$ cat src/rtl/rv_iopmp_pkg.sv
// rv_iopmp_pkg
//   Shared types and constants for the IOPMP datapath blocks.
//   access_t   : transaction access type carried with a request
//   ERR_*      : error codes reported on rsp_err_type_o
package rv_iopmp_pkg;

    typedef enum logic [1:0] {
        ACCESS_NONE  = 2'd0,
        ACCESS_READ  = 2'd1,
        ACCESS_WRITE = 2'd2,
        ACCESS_EXEC  = 2'd3
    } access_t;

    localparam logic [2:0] ERR_READ   = 3'h1;
    localparam logic [2:0] ERR_WRITE  = 3'h2;
    localparam logic [2:0] ERR_NO_HIT = 3'h5;

endpackage

$ cat src/rtl/rv_iopmp_dl_prio_enc.sv
// rv_iopmp_dl_prio_enc
//   Masked lowest-index priority encoder.
//   req_i  : per-slot request (entry match)
//   mask_i : per-slot enable; a slot only competes when its mask bit is set
//   hit_o  : at least one enabled slot is requesting
//   idx_o  : index of the lowest enabled requesting slot (0 when no hit)
module rv_iopmp_dl_prio_enc #(
    parameter int unsigned WIDTH = 8,
    parameter int unsigned IDX_W = 3
) (
    input  logic [WIDTH-1:0] req_i,
    input  logic [WIDTH-1:0] mask_i,
    output logic             hit_o,
    output logic [IDX_W-1:0] idx_o
);

    logic             found;
    logic [IDX_W-1:0] idx;

    always_comb begin
        found = 1'b0;
        idx   = '0;
        for (int unsigned i = 0; i < WIDTH; i++) begin
            if (!found && req_i[i] && mask_i[i]) begin
                found = 1'b1;
                idx   = IDX_W'(i);
            end
        end
    end

    assign hit_o = found;
    assign idx_o = idx;

endmodule

$ cat src/rtl/rv_iopmp_dl_sequencer.sv
// rv_iopmp_dl_sequencer
//   Walks the IOPMP entry range of a requester's source ID in windows of
//   NUMBER_INSTANCES entries, picking the lowest-index matching entry and
//   producing a single permit/error response per request.
//   clk_i, rst_i                 : clock, asynchronous active-high reset
//   enable_i                     : IOPMP enable, captured at request accept
//   req_valid_i/req_ready_o      : request handshake (ready only when idle)
//   req_sid_i, req_access_i      : requester SID and access type
//   entry_lo_i/entry_hi_i        : entry range [lo, hi) for the SID
//   entry_offset_o               : first entry of the window under test
//   entry_match_i/entry_allow_i  : per-slot match/permit for that window
//   rsp_valid_o/rsp_ready_i      : response handshake
//   rsp_sid_o, rsp_allow_o, rsp_err_o, rsp_err_type_o, rsp_err_index_o
//                                : response payload
//   busy_o                       : a request is in flight
module rv_iopmp_dl_sequencer
    import rv_iopmp_pkg::*;
#(
    parameter int unsigned SID_WIDTH        = 8,
    parameter int unsigned NUMBER_ENTRIES   = 32,
    parameter int unsigned NUMBER_INSTANCES = 8
) (
    input  logic                        clk_i,
    input  logic                        rst_i,
    input  logic                        enable_i,
    input  logic                        req_valid_i,
    output logic                        req_ready_o,
    input  logic [SID_WIDTH-1:0]        req_sid_i,
    input  access_t                     req_access_i,
    input  logic [8:0]                  entry_lo_i,
    input  logic [8:0]                  entry_hi_i,
    output logic [8:0]                  entry_offset_o,
    input  logic [NUMBER_INSTANCES-1:0] entry_match_i,
    input  logic [NUMBER_INSTANCES-1:0] entry_allow_i,
    output logic                        rsp_valid_o,
    input  logic                        rsp_ready_i,
    output logic [SID_WIDTH-1:0]        rsp_sid_o,
    output logic                        rsp_allow_o,
    output logic                        rsp_err_o,
    output logic [2:0]                  rsp_err_type_o,
    output logic [15:0]                 rsp_err_index_o,
    output logic                        busy_o
);

    localparam logic [1:0] ST_IDLE = 2'd0;
    localparam logic [1:0] ST_SCAN = 2'd1;
    localparam logic [1:0] ST_RESP = 2'd2;

    localparam int unsigned SLOT_W = (NUMBER_INSTANCES > 1) ? $clog2(NUMBER_INSTANCES) : 1;

    logic [1:0]           state_q, state_d;
    logic [8:0]           offset_q, offset_d;
    logic [8:0]           hi_q, hi_d;
    logic                 en_q, en_d;
    access_t              access_q, access_d;
    logic [SID_WIDTH-1:0] sid_q, sid_d;
    logic [SID_WIDTH-1:0] rsp_sid_q, rsp_sid_d;
    logic                 rsp_allow_q, rsp_allow_d;
    logic                 rsp_err_q, rsp_err_d;
    logic [2:0]           rsp_err_type_q, rsp_err_type_d;
    logic [15:0]          rsp_err_index_q, rsp_err_index_d;

    logic [NUMBER_INSTANCES-1:0] slot_valid;
    logic                        hit;
    logic [SLOT_W-1:0]           hit_slot;
    logic [9:0]                  offset_ext;
    logic [9:0]                  next_offset;
    logic [9:0]                  hit_entry;
    logic                        last_window;

    // Offset arithmetic is carried in 10 bits so entries near 511 never wrap.
    assign offset_ext  = {1'b0, offset_q};
    assign next_offset = offset_ext + 10'(NUMBER_INSTANCES);
    assign hit_entry   = offset_ext + 10'(hit_slot);
    assign last_window = (next_offset >= {1'b0, hi_q}) ||
                         (next_offset >= 10'(NUMBER_ENTRIES));

    // Slots at or past hi (or past the implemented entry count) never compete.
    always_comb begin
        logic [9:0] slot_entry;
        slot_valid = '0;
        for (int unsigned i = 0; i < NUMBER_INSTANCES; i++) begin
            slot_entry    = offset_ext + 10'(i);
            slot_valid[i] = (slot_entry < {1'b0, hi_q}) &&
                            (slot_entry < 10'(NUMBER_ENTRIES));
        end
    end

    rv_iopmp_dl_prio_enc #(
        .WIDTH (NUMBER_INSTANCES),
        .IDX_W (SLOT_W)
    ) u_prio_enc (
        .req_i  (entry_match_i),
        .mask_i (slot_valid),
        .hit_o  (hit),
        .idx_o  (hit_slot)
    );

    always_comb begin
        state_d         = state_q;
        offset_d        = offset_q;
        hi_d            = hi_q;
        en_d            = en_q;
        access_d        = access_q;
        sid_d           = sid_q;
        rsp_sid_d       = rsp_sid_q;
        rsp_allow_d     = rsp_allow_q;
        rsp_err_d       = rsp_err_q;
        rsp_err_type_d  = rsp_err_type_q;
        rsp_err_index_d = rsp_err_index_q;

        case (state_q)
            ST_IDLE: begin
                if (req_valid_i) begin
                    sid_d    = req_sid_i;
                    access_d = req_access_i;
                    hi_d     = entry_hi_i;
                    en_d     = enable_i;
                    offset_d = entry_lo_i;
                    state_d  = ST_SCAN;
                end
            end
            // Every request spends at least one cycle here so the response
            // latency is one cycle per window, including the disabled case.
            // An empty range (lo >= hi) masks every slot and falls through to
            // the no-hit branch on its first window.
            ST_SCAN: begin
                rsp_sid_d = sid_q;
                if (!en_q) begin
                    rsp_allow_d     = 1'b1;
                    rsp_err_d       = 1'b0;
                    rsp_err_type_d  = '0;
                    rsp_err_index_d = '0;
                    state_d         = ST_RESP;
                end else if (hit) begin
                    if (entry_allow_i[hit_slot]) begin
                        rsp_allow_d     = 1'b1;
                        rsp_err_d       = 1'b0;
                        rsp_err_type_d  = '0;
                        rsp_err_index_d = '0;
                    end else begin
                        rsp_allow_d     = 1'b0;
                        rsp_err_d       = 1'b1;
                        rsp_err_type_d  = (access_q == ACCESS_READ) ? ERR_READ : ERR_WRITE;
                        rsp_err_index_d = 16'(hit_entry);
                    end
                    state_d = ST_RESP;
                end else if (last_window) begin
                    rsp_allow_d     = 1'b0;
                    rsp_err_d       = 1'b1;
                    rsp_err_type_d  = ERR_NO_HIT;
                    rsp_err_index_d = '0;
                    state_d         = ST_RESP;
                end else begin
                    offset_d = next_offset[8:0];
                end
            end
            ST_RESP: begin
                if (rsp_ready_i) begin
                    state_d = ST_IDLE;
                end
            end
            default: begin
                state_d = ST_IDLE;
            end
        endcase
    end

    always_ff @(posedge clk_i or posedge rst_i) begin
        if (rst_i) begin
            state_q         <= ST_IDLE;
            offset_q        <= '0;
            hi_q            <= '0;
            en_q            <= 1'b0;
            access_q        <= ACCESS_NONE;
            sid_q           <= '0;
            rsp_sid_q       <= '0;
            rsp_allow_q     <= 1'b0;
            rsp_err_q       <= 1'b0;
            rsp_err_type_q  <= '0;
            rsp_err_index_q <= '0;
        end else begin
            state_q         <= state_d;
            offset_q        <= offset_d;
            hi_q            <= hi_d;
            en_q            <= en_d;
            access_q        <= access_d;
            sid_q           <= sid_d;
            rsp_sid_q       <= rsp_sid_d;
            rsp_allow_q     <= rsp_allow_d;
            rsp_err_q       <= rsp_err_d;
            rsp_err_type_q  <= rsp_err_type_d;
            rsp_err_index_q <= rsp_err_index_d;
        end
    end

    assign req_ready_o     = (state_q == ST_IDLE);
    assign busy_o          = (state_q != ST_IDLE);
    assign rsp_valid_o     = (state_q == ST_RESP);
    assign entry_offset_o  = offset_q;
    assign rsp_sid_o       = rsp_sid_q;
    assign rsp_allow_o     = rsp_allow_q;
    assign rsp_err_o       = rsp_err_q;
    assign rsp_err_type_o  = rsp_err_type_q;
    assign rsp_err_index_o = rsp_err_index_q;

endmodule

$ cat config.mk
export PLATFORM = sky130hd
export DESIGN_NAME = rv_iopmp_dl_sequencer
export DESIGN_NICKNAME = d
export VERILOG_FILES = /design/src/rtl/rv_iopmp_pkg.sv /design/src/rtl/rv_iopmp_dl_prio_enc.sv /design/src/rtl/rv_iopmp_dl_sequencer.sv
export SDC_FILE = /design/constraint.sdc
export NUM_CORES = 1
export LEC_CHECK = 0
export BUFFER_PORTS_ARGS = -buffer_cell sky130_fd_sc_hd__buf_2
export CORE_MARGIN = 2
export CORE_UTILIZATION = 55
export DETAILED_ROUTE_END_ITERATION = 8
export PLACE_DENSITY = 0.74
export SKIP_LAST_GASP = 1
export SYNTH_ARGS = -nofsm -noshare
export SYNTH_HDL_FRONTEND = slang
export SYNTH_SLANG_ARGS = --single-unit
$ cat constraint.sdc
create_clock -name clk_i -period 5.8 [get_ports clk_i]
set_input_delay 0.29 -clock clk_i [delete_from_list [all_inputs] [get_ports clk_i]]
set_output_delay 0.29 -clock clk_i [all_outputs]
set_load 0.02 [all_outputs]
# == After elaboration in Yosys (flattened, before gate mapping) ==
# Cells that the tools add are included.
# totals
regBits,60
latchBits,0
mem_bits_rw,0
romBits,0
inputBits,49
output_inout_bits,41
elab_cells,132
memories,0
# classes
addsub,9
multipliers,0
div_mod_pow,0
magnitude_cmp,19
eq_ne,10
shift,0
n_mux,45
bitwise_logic,0
n_reduce_logical,38
# ops
cell,n
$lt A10 B6 Y1 const B,7
$lt A10 B9 Y1,7
$mux W16,3
$add A9 B3 Y10 const B,4
$mux W9,4
$logic_and A1 B1 Y1,23
$mux W3,7
$add A9 B2 Y10 const B,2
$mux W1,18
$mux W2,9
$pmux W9 S2,1
$add A9 B1 Y10 const B,1
$add A9 B3 Y10,1
$add A9 B4 Y10 const B,1
$ge A10 B6 Y1 const B,1
$ge A10 B9 Y1,1
$mux W10,1
$lt A9 B6 Y1 const B,1
$lt A9 B9 Y1,1
$ne A2 B2 Y1 const B,4
$logic_not A1 Y1,7
$pmux W2 S3,1
$reduce_and A5 Y1,1
$eq A2 B1 Y1 const B,2
11 further kinds,13

# == Longest topological paths before layout ==
# logic_depth
depth_word,37
ltp_mapped,22

# == Modules after synthesis ==
# From an unflattened synthesis, not the netlist that was laid out.
# hier_totals
hier_cells,568
hier_area_um2,5008.6
# by_module_without_submodules
module,instances,cells_each,area_per_inst_um2,seq_area_each_um2
rv_iopmp_dl_sequencer,1,552,4893.4,1351.3
rv_iopmp_dl_prio_enc,1,16,115.1,0.0

# == Worst setup path after synthesis ==
# No wires, ideal clock.
# synth_timing
kind,register -> register
startpoint,"register offset_q[2], in the netlist entry_offset_o[2]"
endpoint,"register rsp_err_index_q[8], in the netlist rsp_err_index_o[8]"
arrival_ns,4.295
required_ns,5.690
slack_ns,1.395
stages_incl_launch_ff,23
n_path_buf,1
period_less_slack_ns,4.405
path_cell_list,dfrtp_1 buf_2 inv_1 ha_1 a21bo_2 nand3_1 xnor2_1 ha_1 a21o_1 nand2_1 nand4b_1 or4_1 a21oi_1 o21ai_0 o21ai_1 ha_1 inv_1 fa_1 nor2b_1 o21ai_0 nor2_1 xnor2_1 o41ai_1
# synth_via
elab_chain_len,37
elab_cells_between_ends,80
classes_between,add/sub (9); order compare (18); eq/ne (1); mux (20); reduce/logical (32)
# synth_rtl
item,line,source
start: declaration,rv_iopmp_dl_sequencer.sv:52,"logic [8:0] offset_q, offset_d;"
start signal: assignment,rv_iopmp_dl_sequencer.sv:184,offset_q <= offset_d;
branches (longest 37 deep; another with $add A9 B1 Y10),n/a,
end signal: assignment,rv_iopmp_dl_sequencer.sv:193,rsp_err_index_q <= rsp_err_index_d;
end: declaration,rv_iopmp_dl_sequencer.sv:61,"logic [15:0] rsp_err_index_q, rsp_err_index_d;"
# Parallel ways; which one is timed is not known. The select of a mux whose other input is x is not followed.
# A chain may end at the register's enable or synchronous reset.

# == Worst setup path after layout ==
# Ends and elaborated chain as after synthesis.

==> impl_results.md <==
- DR iter-0 viols: 349
- Setup tns final: 0 ns
- Ys Warns: 0
- Most used DFF post-synth: dfrtp_1
- Seq cells post-synth: 54
- Vias in the first global route: 4,827
- Wire per inst: 18.0 um
- Routed WL: 14,300 um
- Via/cell ratio: 5.88
- Layout cells sized above 1: 0.195
- Relative slew slack: 0.268
- Crit path cell chain: ha_1, nand2_1, nor2_1, xor2_1, ha_1, nand4_1, o21ai_0, or4b_1, nor4_2, o21ba_2, nand2b_1, o21ai_1, ha_1, inv_1, fa_1, nor2b_1, o21ai_0, nor2_1, xnor2_1, o41ai_1
- Footprint of the multi-input gates: 0.00361 mm^2
- Most frequent cells in the layout: 83 x ha_1, 83 x buf_2, 75 x nand2_1, 54 x dfrtp_1
- Gr ovfl total: 0
- Max-capacitance violation count: 0
- Avg Cell Area, Syn: 8.87 um^2
- Die W: 102 um
- Post-CTS setup buffers: 0
- CTS Sinks: 54
- Wire length of the first global-routing pass: 23,600 um
- Setup WS post-layout: 0.662 ns
- Post-synth EDFFs: 0
- Fill count: 856
- Leak pwr: 2.84 nW
- 1st-pass router iterations: 5
- Placer Congestion: 0.963
- Setup Skew: 0.00545 ns
- Initial antenna violation count: 0
- H-Tree Depth: 2
- Chip height: 102 um
- CTS tree: built
- Post-DRT Antenna Nets: 0
- Mapped cell area: 0.00527 mm^2
- Buffers added on ports: 83
- Ys async rst share: 1.00
- Crit-path max FO: 14
- Hold-fix buffers, CTS: 0
- HPWL Detailed: 10,800 um
- Area grow syn2layout: 11.5%
- Clock buffer depth: 2
- Post_cts resized: 0
- Total core area: 0.00928 mm^2
- Register Area: 0.00135 mm^2
- TritonCTS Buffers: 5
- PwrDens: 684 mW/mm^2
- Data required time of the worst path: 6.01 ns
- Starting Density: 0.568
- Status: complete, no violations
- # setup viols final: 0
- Slowest-stage cell, CP: dfrtp_1
- Most numerous cell on the critical path: ha_1
- Largest net degree at the start of global routing: 55
- Clock transition at path regs: 0.10 ns
- # diodes: 0
- Worst Tran Pin Value: 1.10 ns
- # nets final: 800
- CTS Root Cell: clkbuf_8
- Post-synthesis sequential area ratio: 0.256
- Unrepaired setup endpoints after global routing: false
- Vias: 4,685
- Die ar.: 0.0104 mm^2
- Tightest Hold Check Type: primary input to flop
- Fin. Hold Viols: 0
- Worst setup path class: flop to flop
- I/O Pins: 90
- Number of distinct library cells after synthesis: 72
- Row cnt: 35
- CP startpoint kind: flop
- Slowest stage delay, CP: 0.70 ns
- Placed instance area: 0.00576 mm^2
- DRC violations left: 0
- VDD IR max: 0.428 mV
- Crit share post-route: 0.886
- Finished Cell Area: 0.00587 mm^2
- Post-Synthesis Cells: 594
- Hold WS: 0.147 ns
- Total GRT Usage: 0.289
- Worst-skew pair later-pin latency: 0.31 ns
- CP Data Arrival Time: 5.35 ns
- Post-layout min period: 5.14 ns
- Setup WS pre-CTS: 0.770 ns
- Crit end category: flop
- Fmax: 0.195 GHz
- Final Max Slew Viols: 0
==> stage by stage <==
step	total power, mW	util	std cells
floorplan	2.93	-	599
global placement	3.58	0.621	789
detailed placement	3.70	0.621	789
CTS	3.98	0.633	797
global route	4.41	0.633	797
finish	4.02	0.633	797
==> critical path: cells and delay by family, from the launching register on <==
family | cells | cell delay (ns)
xor gates and xnor gates | 2 | 0.38
adders and majority gates | 4 | 1.26
AOI/OAI and AO/OA | 5 | 1.03
DFF | 1 | 0.70
buffers and inverters | 1 | 0.07
and+or+nand+nor | 8 | 1.59
==> synth_stat cells (2+ instances only) <==
cell,instances,area share
mux2_1,4,0.0085
clkbuf_1,10,0.0071
o41ai_1,3,0.0050
mux2i_1,2,0.0038
a31oi_1,4,0.0047
nand4b_1,2,0.0033
and2_1,3,0.0036
buf_1,2,0.0014
nand3_1,9,0.0085
nor3b_1,2,0.0028
o21ai_1,10,0.0095
o2111ai_1,3,0.0050
xor2_1,18,0.030
o21bai_1,3,0.0043
a21o_1,8,0.011
mux2_2,13,0.028
o21ba_2,2,0.0038
o31a_1,2,0.0033
nand3b_1,2,0.0028
o21a_1,2,0.0028
nand2_1,75,0.053
o41ai_2,7,0.022
nand2b_1,9,0.011
a22oi_1,2,0.0028
xnor2_1,38,0.063
dfrtp_1,54,0.26
or4_1,4,0.0057
o21ai_0,26,0.025
or3_1,2,0.0024
buf_2,9,0.0085
inv_1,39,0.028
a21oi_1,28,0.027
ha_1,83,0.20
nor2_1,32,0.023
o31ai_1,2,0.0028
buf_4,10,0.014
o211ai_1,7,0.010
nor3_1,4,0.0038
nand4_1,11,0.013
a211oi_1,6,0.0085
nor2b_1,11,0.013
==> path summary, 6_finish.rpt <==
kind                       cells after the start                 end  slack [ns]               from
setup / recovery                              20  rsp_err_index_o[8]        0.66  entry_offset_o[2]
hold / removal                                 2          state_q[1]        0.15        rsp_ready_i
setup reg to reg                              20  rsp_err_index_o[8]        0.66  entry_offset_o[2]
hold reg to reg                                2        rsp_sid_o[5]        0.48           sid_q[5]
max in group asynchronous                      2            sid_q[6]        4.88              rst_i
min in group asynchronous                      2         access_q[0]        0.25              rst_i
==> report_power, final <==
part	internal, mW	switching [mW]	total [mW]
Combinational	1.18	1.86	3.04
Sequential	0.544	0.173	0.717
Clock	0.129	0.132	0.261
Total	1.86	2.16	4.02
==> sequential cells by signal, indices dropped and copies added (netlist names) <==
name,cells
en_q,1
sid_q,8
rsp_sid_o,8
access_q,2
state_q,2
hi_q,9
rsp_err_index_o,10
entry_offset_o,9
rsp_err_type_o,3
rsp_err_o,1
rsp_allow_o,1
==> cell families (layout without fill, tap and decap cells) <==
| group | count (synthesis) | after routing | synth area share |
|---|---|---|---|
| multiplexers | 19 | 19 | 0.0401 |
| flip-flops | 54 | 54 | 0.256 |
| AND/OR/NAND/NOR | 175 | 175 | 0.166 |
| XOR/XNOR | 56 | 56 | 0.0931 |
| adder cells (fa/ha/maj) | 84 | 84 | 0.201 |
| AO/OA/AOI/OAI | 133 | 133 | 0.181 |
| buffers and inverters | 72 | 141 | 0.0620 |
| other | 1 | 6 | 0.000712 |
==> final cells by class <==
class | instances | area share
inverters | 40 | 0.0256
clock buffers | 6 | 0.0124
flip-flops and latches | 54 | 0.230
clock inverters | 2 | 0.00639
well taps | 129 | 0.0275
repair buffers | 93 | 0.0835
multi-input cells | 473 | 0.615
==> layer usage <==
layer	GRT usage	share of wire
met1	0.361	0.42
met2	0.495	0.48
met3	0.0397	0.063
met4	0.136	0.040
met5	0	0
No activity file was read; power rests on OpenSTA's default activity.
